`src/rtl/axi_mem_pkg.sv`:
```
// -----------------------------------------------------------------------------
// axi_mem_pkg
// Shared types and constants for the AXI4-Lite responder (axi_mem_ctrl) that
// fronts a 128-byte memory which updates on the falling clock edge.
//   state_e        : controller FSM states
//   RESP_OKAY/SLVERR : AXI response encodings
//   MEM_BYTES, MEM_AW, MAX_BYTE_ADDR : memory geometry; the highest legal
//                    start address leaves room for a full 4-byte word
//   addr_legal()   : range check shared by the read and write paths
// -----------------------------------------------------------------------------
package axi_mem_pkg;

  typedef enum logic [2:0] {
    IDLE,
    WR_ISSUE,
    WR_WAIT,
    WR_RESP,
    RD_ISSUE,
    RD_CAPT,
    RD_RESP
  } state_e;

  localparam logic [1:0] RESP_OKAY   = 2'b00;
  localparam logic [1:0] RESP_SLVERR = 2'b10;

  localparam int unsigned MEM_BYTES = 128;
  localparam int unsigned MEM_AW    = $clog2(MEM_BYTES);

  // Last start address whose 4-byte word still fits inside the memory.
  localparam logic [MEM_AW-1:0] MAX_BYTE_ADDR = MEM_AW'(124);

  // An address is legal when it lies inside the memory and a whole word can
  // be taken from it without running off the end.
  function automatic logic addr_legal(input logic [31:0] addr);
    return (addr[31:MEM_AW] == '0) && (addr[MEM_AW-1:0] <= MAX_BYTE_ADDR);
  endfunction

endpackage

```
`src/rtl/axi_mem_ctrl.sv`:
```
// -----------------------------------------------------------------------------
// axi_mem_ctrl
// AXI4-Lite responder for a 128-byte memory that reads and writes on the
// falling clock edge. One transaction is in flight at a time; a write that is
// ready in the same cycle as a read is served first.
//
// Ports
//   CLK, RST                 clock (posedge), asynchronous active-high reset
//   AW*/W*/B*                AXI4-Lite write address, data and response
//   AR*/R*                   AXI4-Lite read address and data/response
//   CS, WE                   memory select / write enable (one cycle pulses)
//   WADDR, RADDR             memory byte addresses for write / read
//   Mem_in, Mem_out          memory write data / read data (little-endian)
//   writefinish              memory signals that a write has completed
//
// Parameter
//   TIMEOUT                  cycles to wait for writefinish before SLVERR
//
// Configuration macro
//   MEMCTRL_ALIGN_CHECK_EN   when defined, addresses with ADDR[1:0] != 0 are
//                            rejected with SLVERR and never reach memory;
//                            otherwise they are accessed at the byte address.
// -----------------------------------------------------------------------------
module axi_mem_ctrl
  import axi_mem_pkg::*;
#(
  parameter int unsigned TIMEOUT = 4
) (
  input  logic              CLK,
  input  logic              RST,
  input  logic [31:0]       AWADDR,
  input  logic              AWVALID,
  output logic              AWREADY,
  input  logic [31:0]       WDATA,
  input  logic              WVALID,
  output logic              WREADY,
  output logic [1:0]        BRESP,
  output logic              BVALID,
  input  logic              BREADY,
  input  logic [31:0]       ARADDR,
  input  logic              ARVALID,
  output logic              ARREADY,
  output logic [31:0]       RDATA,
  output logic [1:0]        RRESP,
  output logic              RVALID,
  input  logic              RREADY,
  output logic              CS,
  output logic              WE,
  output logic [MEM_AW-1:0] WADDR,
  output logic [MEM_AW-1:0] RADDR,
  output logic [31:0]       Mem_in,
  input  logic [31:0]       Mem_out,
  input  logic              writefinish
);

  localparam int unsigned CNT_W = (TIMEOUT < 2) ? 1 : $clog2(TIMEOUT);

  state_e              state_q,  state_d;
  logic [CNT_W-1:0]    cnt_q,    cnt_d;
  logic [MEM_AW-1:0]   waddr_q,  waddr_d;
  logic [MEM_AW-1:0]   raddr_q,  raddr_d;
  logic [31:0]         mem_in_q, mem_in_d;
  logic [31:0]         rdata_q,  rdata_d;
  logic [1:0]          bresp_q,  bresp_d;
  logic [1:0]          rresp_q,  rresp_d;

  logic wr_legal;
  logic rd_legal;
  logic aw_hs;
  logic ar_hs;

`ifdef MEMCTRL_ALIGN_CHECK_EN
  assign wr_legal = addr_legal(AWADDR) && (AWADDR[1:0] == 2'b00);
  assign rd_legal = addr_legal(ARADDR) && (ARADDR[1:0] == 2'b00);
`else
  assign wr_legal = addr_legal(AWADDR);
  assign rd_legal = addr_legal(ARADDR);
`endif

  // Ready is offered only in IDLE, only for a complete AW+W pair, and the
  // write pair always beats a simultaneous read. RST gates the readies so
  // every output reads 0 while reset is held, whatever the master drives.
  assign aw_hs = (state_q == IDLE) && AWVALID && WVALID && !RST;
  assign ar_hs = (state_q == IDLE) && ARVALID && !(AWVALID && WVALID) && !RST;

  // NOTE: every signal assigned here gets a default first, so no path can
  // leave one unassigned and infer a latch.
  always_comb begin
    state_d  = state_q;
    cnt_d    = cnt_q;
    waddr_d  = waddr_q;
    raddr_d  = raddr_q;
    mem_in_d = mem_in_q;
    rdata_d  = rdata_q;
    bresp_d  = bresp_q;
    rresp_d  = rresp_q;

    unique case (state_q)
      IDLE: begin
        if (aw_hs) begin
          waddr_d  = AWADDR[MEM_AW-1:0];
          mem_in_d = WDATA;
          if (wr_legal) begin
            state_d = WR_ISSUE;
          end else begin
            bresp_d = RESP_SLVERR;
            state_d = WR_RESP;
          end
        end else if (ar_hs) begin
          raddr_d = ARADDR[MEM_AW-1:0];
          if (rd_legal) begin
            state_d = RD_ISSUE;
          end else begin
            rresp_d = RESP_SLVERR;
            rdata_d = '0;
            state_d = RD_RESP;
          end
        end
      end

      WR_ISSUE: begin
        cnt_d   = '0;
        state_d = WR_WAIT;
      end

      // The counter reaches TIMEOUT-1 on the TIMEOUT-th cycle spent here, so
      // the error response leaves exactly TIMEOUT cycles after entry.
      WR_WAIT: begin
        if (writefinish) begin
          bresp_d = RESP_OKAY;
          cnt_d   = '0;
          state_d = WR_RESP;
        end else if (cnt_q == CNT_W'(TIMEOUT - 1)) begin
          bresp_d = RESP_SLVERR;
          cnt_d   = '0;
          state_d = WR_RESP;
        end else begin
          cnt_d = cnt_q + CNT_W'(1);
        end
      end

      WR_RESP: begin
        if (BREADY) state_d = IDLE;
      end

      RD_ISSUE: begin
        state_d = RD_CAPT;
      end

      // Mem_out was refreshed on the falling edge inside RD_ISSUE and RADDR is
      // still held, so the word is stable for capture here.
      RD_CAPT: begin
        rdata_d = Mem_out;
        rresp_d = RESP_OKAY;
        state_d = RD_RESP;
      end

      RD_RESP: begin
        if (RREADY) state_d = IDLE;
      end

      default: state_d = IDLE;
    endcase
  end

  // NOTE: state flops use non-blocking assignments so every register samples
  // the pre-edge values of the others, and reset clears them asynchronously.
  always_ff @(posedge CLK or posedge RST) begin
    if (RST) begin
      state_q  <= IDLE;
      cnt_q    <= '0;
      waddr_q  <= '0;
      raddr_q  <= '0;
      mem_in_q <= '0;
      rdata_q  <= '0;
      bresp_q  <= RESP_OKAY;
      rresp_q  <= RESP_OKAY;
    end else begin
      state_q  <= state_d;
      cnt_q    <= cnt_d;
      waddr_q  <= waddr_d;
      raddr_q  <= raddr_d;
      mem_in_q <= mem_in_d;
      rdata_q  <= rdata_d;
      bresp_q  <= bresp_d;
      rresp_q  <= rresp_d;
    end
  end

  assign AWREADY = aw_hs;
  assign WREADY  = aw_hs;
  assign ARREADY = ar_hs;
  assign BVALID  = (state_q == WR_RESP);
  assign RVALID  = (state_q == RD_RESP);
  assign BRESP   = bresp_q;
  assign RRESP   = rresp_q;
  assign RDATA   = rdata_q;
  assign CS      = (state_q == WR_ISSUE) || (state_q == RD_ISSUE);
  assign WE      = (state_q == WR_ISSUE);
  assign WADDR   = waddr_q;
  assign RADDR   = raddr_q;
  assign Mem_in  = mem_in_q;

endmodule

```
`config.mk`:
```
export PLATFORM = sky130hd
export DESIGN_NAME = axi_mem_ctrl
export DESIGN_NICKNAME = d
export VERILOG_FILES = /design/src/rtl/axi_mem_pkg.sv /design/src/rtl/axi_mem_ctrl.sv
export SDC_FILE = /design/constraint.sdc
export NUM_CORES = 1
export LEC_CHECK = 0
export ABC_CLOCK_PERIOD_IN_PS = 5950
export BUFFER_PORTS_ARGS = -buffer_cell sky130_fd_sc_hd__buf_4
export CAP_MARGIN = 20
export CELL_PAD_IN_SITES_DETAIL_PLACEMENT = 0
export CELL_PAD_IN_SITES_GLOBAL_PLACEMENT = 1
export CORE_ASPECT_RATIO = 0.5
export CORE_MARGIN = 4
export CORE_UTILIZATION = 35
export CTS_BUF_LIST = sky130_fd_sc_hd__clkbuf_8
export CTS_CLUSTER_DIAMETER = 60
export DETAILED_ROUTE_END_ITERATION = 10
export PLACE_DENSITY = 0.93
export SETUP_SLACK_MARGIN = 0.15
export SLEW_MARGIN = 10
export SYNTH_ARGS = -nofsm -noshare
export SYNTH_HDL_FRONTEND = slang
export SYNTH_SLANG_ARGS = --single-unit
```
`constraint.sdc`:
```
create_clock -name CLK -period 5.95 [get_ports CLK]
set_input_delay 0.8925 -clock CLK [delete_from_list [all_inputs] [get_ports CLK]]
set_output_delay 0.8925 -clock CLK [all_outputs]
set_load 0.02 [all_outputs]
```
======== Word level (Yosys, flattened, before mapping) ========
Cells that the tools add are included.
cells by class
  eq/ne operators ......................... 16
  reductions and logical operators ........ 23
  mux-type cells .......................... 25
  magnitude comparators ................... 2
  bitwise operators ....................... 1
  $add $sub $neg .......................... 1
operators with widths
  kind                 number
  $mux 32              3
  $pmux 32 s2          1
  $logic_not 25->1     2
  $mux 2               11
  $pmux 3 s7           1
  $mux 3               6
  $le 7x7->1 const B   2
  $pmux 2 s2           3
  $reduce_and 4->1     3
  $ne 2x2->1 const B   5
  $eq 3x3->1 const B   3
  $logic_and 1x1->1    9
  $eq 3x2->1 const B   2
  $ne 3x3->1 const B   2
  $reduce_bool 2->1    3
  $ne 2x1->1 const B   2
  $eq 3x1->1 const B   1
  $logic_not 3->1      1
  $reduce_and 3->1     1
  $add 2x1->2 const B  1
  $eq 2x2->1 const B   1
  $logic_not 1->1      2
  $reduce_and 2->1     1
  $logic_or 1x1->1     1
  $not 1->1            1
storage, ports and cells
  output and inout port bits .............. 89
  input bits .............................. 136
  word-level logic and storage cells ...... 76
  flip-flop bits (word level) ............. 87

======== Logic depth before layout (Yosys ltp) ========
Gate-level depths: netlist (run 1).
  depth in word-level cells ............... 7
  depth in mapped cells ................... 7
  gate-level depth less buffers ........... 4

======== Worst setup path after synthesis (run 1) ========
Ideal clock, no wire load.
  path type ............................... input-to-output
  from .................................... in WVALID
  to ...................................... out WREADY
  path slack .............................. 3.301 ns
  data required time ...................... 5.058 ns
  stages on the path ...................... 4
  data arrival time ....................... 1.756 ns
  path buffers ............................ 2
  path through ............................ nand2_1 > nor4_4 > buf_2 > buf_4
on the way
  cells in the longest elaborated chain, start to end .. 2
RTL lines
  element                          line                text
  start: declaration               axi_mem_ctrl.sv:35  input logic WVALID,
  $logic_and 1x1->1 (2 in series)  axi_mem_ctrl.sv:83  assign aw_hs = (state_q == IDLE) && AWVALID && WVALID && !RST;
  end: declaration                 axi_mem_ctrl.sv:36  output logic WREADY,
Every way passes these cells.

======== Final worst setup path (run 1) ========
  from .................................... reg state_q[2]
  to ...................................... out AWREADY
on the way
  cells in the longest elaborated chain, start to end .. 4
RTL lines
  element                          line                 text
  start: declaration               axi_mem_ctrl.sv:58   state_e state_q, state_d;
  start signal: assignment         axi_mem_ctrl.sv:179  state_q <= state_d;
  $logic_not 3->1                  axi_mem_ctrl.sv:83
  $logic_and 1x1->1 (3 in series)  axi_mem_ctrl.sv:83
  end: declaration                 axi_mem_ctrl.sv:33   output logic AWREADY,
Every way passes these cells.

==> flow_metrics.py, run 1 <==
metrics = {
    "outcome": {
        "status": "completed",
    },
    "critical_path": {
        "start_kind": "flop",
        "critPathSlowestCell": "dfrtp_1",
        "cpMostUsedCell": "buf_4",
        "critPathRequiredTime_ns": 5.06,
        "r2r_start": "state_q[2]",
        "cp_max_fo": 42,
        "reg2reg_depth": 4,
        "arrival_ns": 2.11,
        "path_class": "reg -> out",
        "cp_cell_sequence": "or2_4, nor4_4, buf_4, buf_4",
        "crit_path_end_kind": "output port",
        "reg2reg_setup_slack_ns": 3.70,
        "r2r_end": "RDATA[8]",
        "cp_slowest_stage_delay_ns": 0.54,
    },
    "hold_path": {
        "hold_depth": 1,
        "min-delay-path-class": "reg -> reg",
        "hold_path_end": "Mem_in[20]",
        "worstHoldStart": "Mem_in[20]",
    },
    "floorplanning": {
        "rows": 26,
        "die_area_mm2": 0.01254,
        "num_io_pins": 225,
        "core_area_mm2": 0.01031,
        "start_util": 0.3637,
        "die_h_um": 81.21,
        "die_w_um": 154.4,
    },
    "timing": {
        "slew_viol_final": 0,
        "hold_viol": 0,
        "rsz0062_at_grt": "no",
        "clock_skew_ns": 0.01368,
        "setup-tns-final_ns": 0,
        "fin_ws_ns": 2.943,
        "max_slew.worst_pin.slew_ns": 0.6527,
        "post-route-period-util": 0.5054,
        "setup-violations-final": 0,
        "max_slew_margin": 0.5616,
        "post-route-min-period_ns": 3.007,
        "fmax_mhz": 332.5,
    },
    "clocking": {
        "root_buffer": "clkbuf_8",
        "htree_levels": 3,
        "cts_buffers": 9,
        "cts_resized": 0,
        "postCtsHoldBufs": 0,
        "clk_path_buf_depth": 2,
        "cts_tree": "yes",
        "post_cts_buffers": 0,
        "clkTransAtPathRegs_ns": 0.08,
        "cts_sinks": 85,
        "clock_latency_ns": 0.36,
    },
    "drt": {
        "drc": 0,
        "viasPerCell": 4.638,
        "wirelength_mm": 10.70,
        "first_iter_violations": 110,
        "routedWlPerCell_um": 15.73,
        "vias": 3154,
        "ant_nets": 0,
        "first_pass_iters": 4,
    },
    "finish": {
        "final_area_mm2": 0.005684,
        "fill_cells": 904,
        "multiInputGateArea_mm2": 0.001469,
        "syn2layout_area_growth_pct": 51.53,
        "final-seq-area_mm2": 0.002127,
        "diodes": 0,
        "fin_nets": 672,
        "layout-drive-gt1-share": 0.5556,
    },
    "placement": {
        "finalWeightedCongestion": 0.7893,
        "dp_hpwl_mm": 8.109,
        "pre_cts_ws_ns": 3.004,
        "place_area_mm2": 0.005480,
        "port_buffers": 222,
    },
    "synthesis": {
        "synth_largest_area_cell": "dfrtp_1",
        "syn_area_per_cell_um2": 11.87,
        "synth_area_leaders": "dfrtp_1 (57%), mux2_1 (7.8%), a21oi_2 (7.0%)",
        "synth_area_mm2": 0.003751,
        "synth_warnings": 0,
        "synth_cell_types": 37,
        "synth_seq_cells": 85,
        "synth-seq-area-share": 0.5670,
        "syn_inst": 316,
        "synth_top_area_share": 0.5670,
    },
    "power_and_ir_drop": {
        "power_mw": 2.650,
        "p_leak_nw": 2.782,
        "p_per_area_mw_per_mm2": 466.2,
        "ir_drop_v": 0.0001669,
    },
    "grt": {
        "gr-total-overflow": 0,
        "grt_pass1_vias": 3194,
        "grt_first_pass_wirelength_mm": 16.34,
        "grtUsageTotal": 0.1644,
        "grt_start_max_net_pins": 86,
        "antenna_found_initial": 0,
    },
    "flow_run": {
        "maxCapViolations": 0,
    },
}
[worst max-delay path: cells and delay by family, from the launching register on]
family,cells,cell delay (ns)
DFF,1,0.54
buffers and inverters,2,0.73
and+or+nand+nor,2,0.48
[cells in the final DEF (no fill, tap or decap), types with 2 or more instances in the layout]
cell          n
nand3_1       4
nor4_1       10
dfrtp_1      85
buf_4       226
a32oi_1       2
nand4_1       4
mux2_1       26
inv_6         2
nor2_1       11
mux2_2       20
conb_1        2
nand2_1      66
a21oi_1       3
clkinv_2      2
nor4_4        2
clkinvlp_4    2
nor3_1        4
o21ai_0       8
and2_1        2
clkbuf_8     10
a21oi_2      30
nor3b_1       2
[report_power, final]
part	total, mW	switching (mW)	leakage [nW]	internal [mW]
registers	1.01	0.164	1.08	0.847
logic	1.26	0.659	1.61	0.600
clock network	0.379	0.214	0.0893	0.166
[flip-flops by register name, summed over array words and instances (netlist names)]
register	cells
cnt_q	2
RADDR	7
state_q	3
Mem_in	32
RRESP	1
RDATA	32
WADDR	7
BRESP	1
[metrics by stage]
| step | instances | util | hold slack [ns] |
|---|---|---|---|
| after floorplan | 317 | - | 0.5022 |
| after global placement | 663 | 0.5314 | 0.4643 |
| after detailed placement | 663 | 0.5314 | 0.4760 |
| after CTS | 679 | 0.5493 | 0.4953 |
| after global routing | 680 | 0.5512 | 0.5128 |
| final | 680 | 0.5512 | 0.4905 |
[area by class of cell]
class | instances | area share
Sequential cell | 85 | 0.3742
Timing Repair Buffer | 227 | 0.3020
Multi-Input combinational cell | 209 | 0.2584
Tap cell | 140 | 0.03082
Clock buffer | 10 | 0.02421
Clock inverter | 6 | 0.008144
Inverter | 3 | 0.002201
[how the worst max path moves through the flow]
stage                     to        from  depth (start not counted)
global route         AWREADY  state_q[2]                          4
floorplan           BRESP[1]         RST                          1
finish               AWREADY  state_q[2]                          4
CTS                  AWREADY  state_q[2]                          4
detailed placement   ARREADY      WVALID                          4
global placement     ARREADY      WVALID                          4
[layer usage]
layer / wire length (µm) / global-route usage
met5: 0 / 0
met4: 121 / 0.04053
met3: 565 / 0.04364
met2: 5750 / 0.2983
met1: 4258 / 0.1981
[Yosys cell counts, drive strengths merged]
| library cell | count |
|---|---|
| dfrtp | 85 |
| nand2 | 66 |
| mux2 | 46 |
| a21oi | 33 |
| nor4 | 12 |
| buf | 11 |
| nor2 | 11 |
| clkbuf | 9 |
| o21ai | 8 |
| nand3 | 4 |
| nand4 | 4 |
| nor3 | 4 |
| inv | 3 |
| a32oi | 2 |
| and2 | 2 |
| nor3b | 2 |
| a21o | 1 |
| a22o | 1 |
| a31oi | 1 |
| and3 | 1 |
| conb | 1 |
| ha | 1 |
| nand2b | 1 |
| o22ai | 1 |
| o311ai | 1 |
| o31a | 1 |
| o31ai | 1 |
| o41ai | 1 |
| or2 | 1 |
| xnor2 | 1 |
[kinds of logic after synthesis]
group | after synthesis | share of synthesized area
compound gates | 51 | 0.1084
xor+xnor | 1 | 0.002335
fa+ha+maj | 1 | 0.003335
buf+inv | 23 | 0.04236
flops | 85 | 0.5670
mux | 46 | 0.1381
other cells | 1 | 0.0009997
simple gates | 108 | 0.1374
No activity file was read; power rests on OpenSTA's default activity.
==> run 2: changes to the inputs <==
--- a/config.mk
+++ b/config.mk
@@ -5,18 +5,18 @@
 export SDC_FILE = /design/constraint.sdc
 export NUM_CORES = 1
 export LEC_CHECK = 0
-export ABC_CLOCK_PERIOD_IN_PS = 5950
+export ABC_CLOCK_PERIOD_IN_PS = 2960
 export BUFFER_PORTS_ARGS = -buffer_cell sky130_fd_sc_hd__buf_4
 export CAP_MARGIN = 20
 export CELL_PAD_IN_SITES_DETAIL_PLACEMENT = 0
 export CELL_PAD_IN_SITES_GLOBAL_PLACEMENT = 1
 export CORE_ASPECT_RATIO = 0.5
 export CORE_MARGIN = 4
-export CORE_UTILIZATION = 35
+export CORE_UTILIZATION = 33
 export CTS_BUF_LIST = sky130_fd_sc_hd__clkbuf_8
 export CTS_CLUSTER_DIAMETER = 60
 export DETAILED_ROUTE_END_ITERATION = 10
-export PLACE_DENSITY = 0.93
+export PLACE_DENSITY = 0.89
 export SETUP_SLACK_MARGIN = 0.15
 export SLEW_MARGIN = 10
 export SYNTH_ARGS = -nofsm -noshare
==> constraint.sdc (replaced) <==
create_clock -name CLK -period 2.96 [get_ports CLK]
set_input_delay 0.444 -clock CLK [delete_from_list [all_inputs] [get_ports CLK]]
set_output_delay 0.444 -clock CLK [all_outputs]
set_load 0.02 [all_outputs]
==> flow_metrics.py, run 2 (same netlist as run 1, synthesis figures left out) <==
metrics = {
    "outcome": {
        "status": "completed",
    },
    "critical_path": {
        "r2r_end": "RDATA[8]",
        "cp_slowest_stage_delay_ns": 0.53,
        "arrival_ns": 1.94,
        "critPathSlowestCell": "dfrtp_1",
        "critPathRequiredTime_ns": 2.52,
        "start_kind": "flop",
        "cp_cell_sequence": "or2_4, nor4_4, buf_4, buf_4",
        "path_class": "reg -> out",
        "reg2reg_depth": 4,
        "reg2reg_setup_slack_ns": 0.77,
        "r2r_start": "state_q[2]",
        "crit_path_end_kind": "output port",
        "cpMostUsedCell": "buf_4",
        "cp_max_fo": 25,
    },
    "clocking": {
        "postCtsHoldBufs": 0,
        "clkTransAtPathRegs_ns": 0.09,
        "clock_latency_ns": 0.35,
        "root_buffer": "clkbuf_8",
        "post_cts_buffers": 0,
        "cts_resized": 0,
        "cts_buffers": 9,
        "cts_sinks": 85,
        "clk_path_buf_depth": 2,
        "cts_tree": "yes",
        "htree_levels": 3,
    },
    "finish": {
        "post-route-util": 0.5175,
        "final_common_cell": "buf_4",
        "layout-drive-gt1-share": 0.5537,
        "fill_cells": 1025,
        "fin_nets": 672,
        "syn2layout_area_growth_pct": 52.40,
        "final_cell_mix": "buf_4 (226), dfrtp_1 (85), nand2_1 (66)",
        "diodes": 0,
    },
    "grt": {
        "antenna_found_initial": 0,
        "grt_start_max_net_pins": 63,
        "grt_first_pass_wirelength_mm": 16.44,
        "gr-total-overflow": 0,
        "grtUsageTotal": 0.1510,
        "grt_pass1_vias": 3286,
    },
    "floorplanning": {
        "die_h_um": 83.39,
        "num_io_pins": 225,
        "start_util": 0.3396,
        "die_area_mm2": 0.01324,
        "core_area_mm2": 0.01105,
        "die_w_um": 158.8,
        "rows": 27,
    },
    "timing": {
        "whs_ns": 0.1137,
        "rsz0062_at_grt": "no",
        "setup-violations-final": 0,
        "post-route-min-period_ns": 2.383,
        "setup-tns-final_ns": 0,
        "fmax_mhz": 419.6,
        "max_slew_margin": 0.5902,
        "clock_skew_ns": 0.01517,
        "post-route-period-util": 0.8051,
        "max_slew.worst_pin.slew_ns": 0.6102,
        "hold_viol": 0,
        "slew_viol_final": 0,
    },
    "drt": {
        "first_pass_iters": 4,
        "ant_nets": 0,
        "wirelength_mm": 10.37,
        "vias": 3117,
        "first_iter_violations": 156,
        "routedWlPerCell_um": 15.14,
        "viasPerCell": 4.550,
        "drc": 0,
    },
    "power_and_ir_drop": {
        "clkPwrFrac": 0.158,
        "ir_drop_v": 0.0003241,
        "p_per_area_mw_per_mm2": 947.3,
        "p_switching_mw": 2.069,
        "pwr-share-comb": 0.466,
        "power_mw": 5.416,
        "intPower_mw": 3.347,
        "p_leak_nw": 2.801,
        "power_frac_seq": 0.376,
        "switching_share": 0.3820,
    },
    "hold_path": {
        "min-delay-path-class": "in -> async",
    },
    "placement": {
        "port_buffers": 222,
        "dp_hpwl_mm": 8.106,
        "finalWeightedCongestion": 0.8159,
    },
    "flow_run": {
        "maxCapViolations": 0,
    },
}
==> run 2: worst max path at each step <==
stage                           from  endpoint  slack [ns]  depth (start not counted)
after floorplan                  RST  BRESP[1]        0.32                          1
after global placement        WVALID  RDATA[8]        0.76                          5
after detailed placement      WVALID  RDATA[8]        0.73                          5
after CTS                 state_q[2]   AWREADY        0.54                          4
after global routing      state_q[2]   AWREADY        0.43                          4
final                     state_q[2]   AWREADY        0.58                          4
==> run 2: power groups by stage <==
stage	clock network (mW)	registers [mW]	logic, mW
floorplan	0	2.64	0.770
finish	0.856	2.03	2.53
detailed placement	0	2.06	2.57
global placement	0	2.04	2.52
CTS	0.889	2.04	2.56
global route	0.949	2.12	2.69
==> run 2: per-stage QoR <==
step                      std cells  worst slack, ns  instance area (µm²)
final                           685           0.5770                 5717
after global routing            685           0.4295                 5717
after CTS                       685           0.5424                 5717
after detailed placement        669           0.7305                 5507
after global placement          669           0.7557                 5507
after floorplan                 317           0.3225                 3755
==> run 2: routing by layer <==
metal / vias up / wire length, µm / GRT usage
li1: 1531 / - / -
met1: 1481 / 4210 / 0.1741
met2: 91 / 5485 / 0.2807
met3: 14 / 484 / 0.03966
met4: 0 / 190 / 0.03858
met5: - / 0 / 0
==> run 2: worst max-delay path, delay by kind of cell (launching register included) <==
kind                   cells  cell delay, ns
buffers and inverters      2            0.56
flip-flops                 1            0.53
AND/OR/NAND/NOR            2            0.50
==> run 2: layout make-up <==
class	count	area, µm²	area share
multi-input cells	209	1469	0.2569
repair buffers	227	1717	0.3003
well taps	145	181.4	0.03174
clock buffers	11	151.4	0.02648
inverters	3	12.51	0.002189
clock inverters	5	58.81	0.01029
flip-flops and latches	85	2127	0.3721
==> run 3: changes to the inputs <==
--- a/config.mk
+++ b/config.mk
@@ -5,18 +5,18 @@
 export SDC_FILE = /design/constraint.sdc
 export NUM_CORES = 1
 export LEC_CHECK = 0
-export ABC_CLOCK_PERIOD_IN_PS = 2960
+export ABC_CLOCK_PERIOD_IN_PS = 2100
 export BUFFER_PORTS_ARGS = -buffer_cell sky130_fd_sc_hd__buf_4
 export CAP_MARGIN = 20
 export CELL_PAD_IN_SITES_DETAIL_PLACEMENT = 0
 export CELL_PAD_IN_SITES_GLOBAL_PLACEMENT = 1
 export CORE_ASPECT_RATIO = 0.5
 export CORE_MARGIN = 4
-export CORE_UTILIZATION = 33
+export CORE_UTILIZATION = 30
 export CTS_BUF_LIST = sky130_fd_sc_hd__clkbuf_8
 export CTS_CLUSTER_DIAMETER = 60
 export DETAILED_ROUTE_END_ITERATION = 10
-export PLACE_DENSITY = 0.89
+export PLACE_DENSITY = 0.85
 export SETUP_SLACK_MARGIN = 0.15
 export SLEW_MARGIN = 10
 export SYNTH_ARGS = -nofsm -noshare
==> constraint.sdc (replaced) <==
create_clock -name CLK -period 2.1 [get_ports CLK]
set_input_delay 0.315 -clock CLK [delete_from_list [all_inputs] [get_ports CLK]]
set_output_delay 0.315 -clock CLK [all_outputs]
set_load 0.02 [all_outputs]
==> flow_metrics.py, run 3 (same netlist as run 1, synthesis figures left out) <==
metrics = {
    "drt": {
        "routedWlPerCell_um": 15.62,
        "viasPerCell": 4.416,
        "drc": 0,
        "ant_nets": 0,
        "vias": 3166,
        "wirelength_mm": 11.20,
        "first_pass_iters": 4,
        "first_iter_violations": 125,
    },
    "timing": {
        "max_slew.worst_pin.slew_ns": 0.5806,
        "post-route-period-util": 0.9331,
        "setup-violations-final": 0,
        "rsz0062_at_grt": "yes",
        "setup-tns-final_ns": 0,
        "post-route-min-period_ns": 1.960,
        "max_slew_margin": 0.6121,
        "slew_viol_final": 0,
        "hold_viol": 0,
        "clock_skew_ns": 0.01654,
        "fmax_mhz": 510.3,
    },
    "clocking": {
        "clkTransAtPathRegs_ns": 0.10,
        "clock_latency_ns": 0.36,
        "root_buffer": "clkbuf_8",
        "cts_tree": "yes",
        "htree_levels": 3,
        "clk_path_buf_depth": 2,
        "cts_sinks": 85,
        "cts_buffers": 9,
        "postCtsHoldBufs": 0,
    },
    "power_and_ir_drop": {
        "p_leak_nw": 2.894,
        "p_per_area_mw_per_mm2": 1314,
        "ir_drop_v": 0.0005859,
    },
    "floorplanning": {
        "core_area_mm2": 0.01202,
        "start_util": 0.3122,
        "num_io_pins": 225,
        "rows": 28,
        "die_area_mm2": 0.01447,
        "die_h_um": 87.07,
        "die_w_um": 166.1,
    },
    "grt": {
        "grt_start_max_net_pins": 42,
        "gr-total-overflow": 0,
        "grt_first_pass_wirelength_mm": 17.26,
        "antenna_found_initial": 0,
        "grt_pass1_vias": 3324,
        "grtUsageTotal": 0.1500,
    },
    "placement": {
        "dp_hpwl_mm": 8.269,
        "port_buffers": 222,
        "finalWeightedCongestion": 0.8018,
        "place_area_mm2": 0.005589,
    },
    "critical_path": {
        "start_kind": "flop",
        "cp_max_fo": 3,
        "crit_path_end_kind": "output port",
        "arrival_ns": 1.64,
        "critPathRequiredTime_ns": 1.78,
        "path_class": "reg -> out",
    },
    "outcome": {
        "status": "completed",
    },
    "finish": {
        "syn2layout_area_growth_pct": 58.87,
        "final_cell_mix": "buf_4 (230), dfrtp_1 (84), nand2_1 (66)",
        "layout-drive-gt1-share": 0.5688,
        "final_area_mm2": 0.005959,
        "diodes": 0,
        "fin_nets": 684,
        "final_common_cell": "buf_4",
    },
    "flow_run": {
        "maxCapViolations": 0,
    },
    "hold_path": {
        "min-delay-path-class": "in -> async",
    },
}
-- run 3: changes by cell type in the layout (fill, tap and decap cells not counted), sizes merged --
cell	previous run	this run
inv	4	5
clkbuf	11	10
bufinv	1	2
clkinv	2	1
clkinvlp	1	2
buf	227	238
-- run 3: per-stage QoR --
stage	setup WS, ns	hold WS, ns	total power, mW	std cells	util
after floorplan	0.2861	0.4343	4.809	317	-
after global placement	0.3003	0.4361	6.464	693	0.4651
after detailed placement	0.2524	0.4470	6.538	693	0.4651
after CTS	0.1086	0.03709	7.921	714	0.4922
after global routing	0.03141	0.06584	8.309	717	0.4959
final	0.1404	0.04302	7.829	717	0.4959
-- run 3: final timing paths --
kind,from,to,slack [ns],depth (start not counted)
worst max-delay path,state_q[0],AWREADY,0.14,4
worst min-delay path,RST,RADDR[5],0.04,2
worst max register to register,state_q[0],Mem_in[18],0.24,5
worst min register to register,RRESP[1],RRESP[1],0.49,1
max in group asynchronous,RST,RDATA[15],1.45,3
min in group CLK,WDATA[24],Mem_in[24],0.16,2
-- run 3: per-layer routing --
metal  GRT usage  up-vias  routed length, µm
li1            -     1565                  -
met1      0.1811     1509               4561
met2      0.2663       83               5957
met3     0.04578        9                550
met4     0.03892        0                131
met5           0        -                  0
-- run 3: power by group --
group,total (mW),leakage (nW),internal [mW],switching [mW]
Combinational,3.68,1.70,1.76,1.92
Clock,1.34,0.112,0.689,0.655
Sequential,2.80,1.08,2.40,0.403
-- run 3: layout make-up --
class	count	area [µm²]
clock inverters	7	105.1
repair buffers	239	1908
well taps	165	206.4
fillers	1105	6057
clock buffers	9	123.9
flip-flops and latches	85	2128
multi-input cells	209	1473
inverters	3	15.01
-- run 3: critical path: stages, from the launching register on --
cell     delay (ns)
dfrtp_1        0.39
or2_4          0.28
nor4_4         0.35
buf_12         0.16
buf_8          0.10
-- run 3: repair_timing --
item | CTS | global route
gates resized for setup | 3 | 6
gates cloned | 2 | 1
pin swaps | 2 | 1
buffers inserted | 3 | 2
endpoints found under the setup margin | 3 | 35
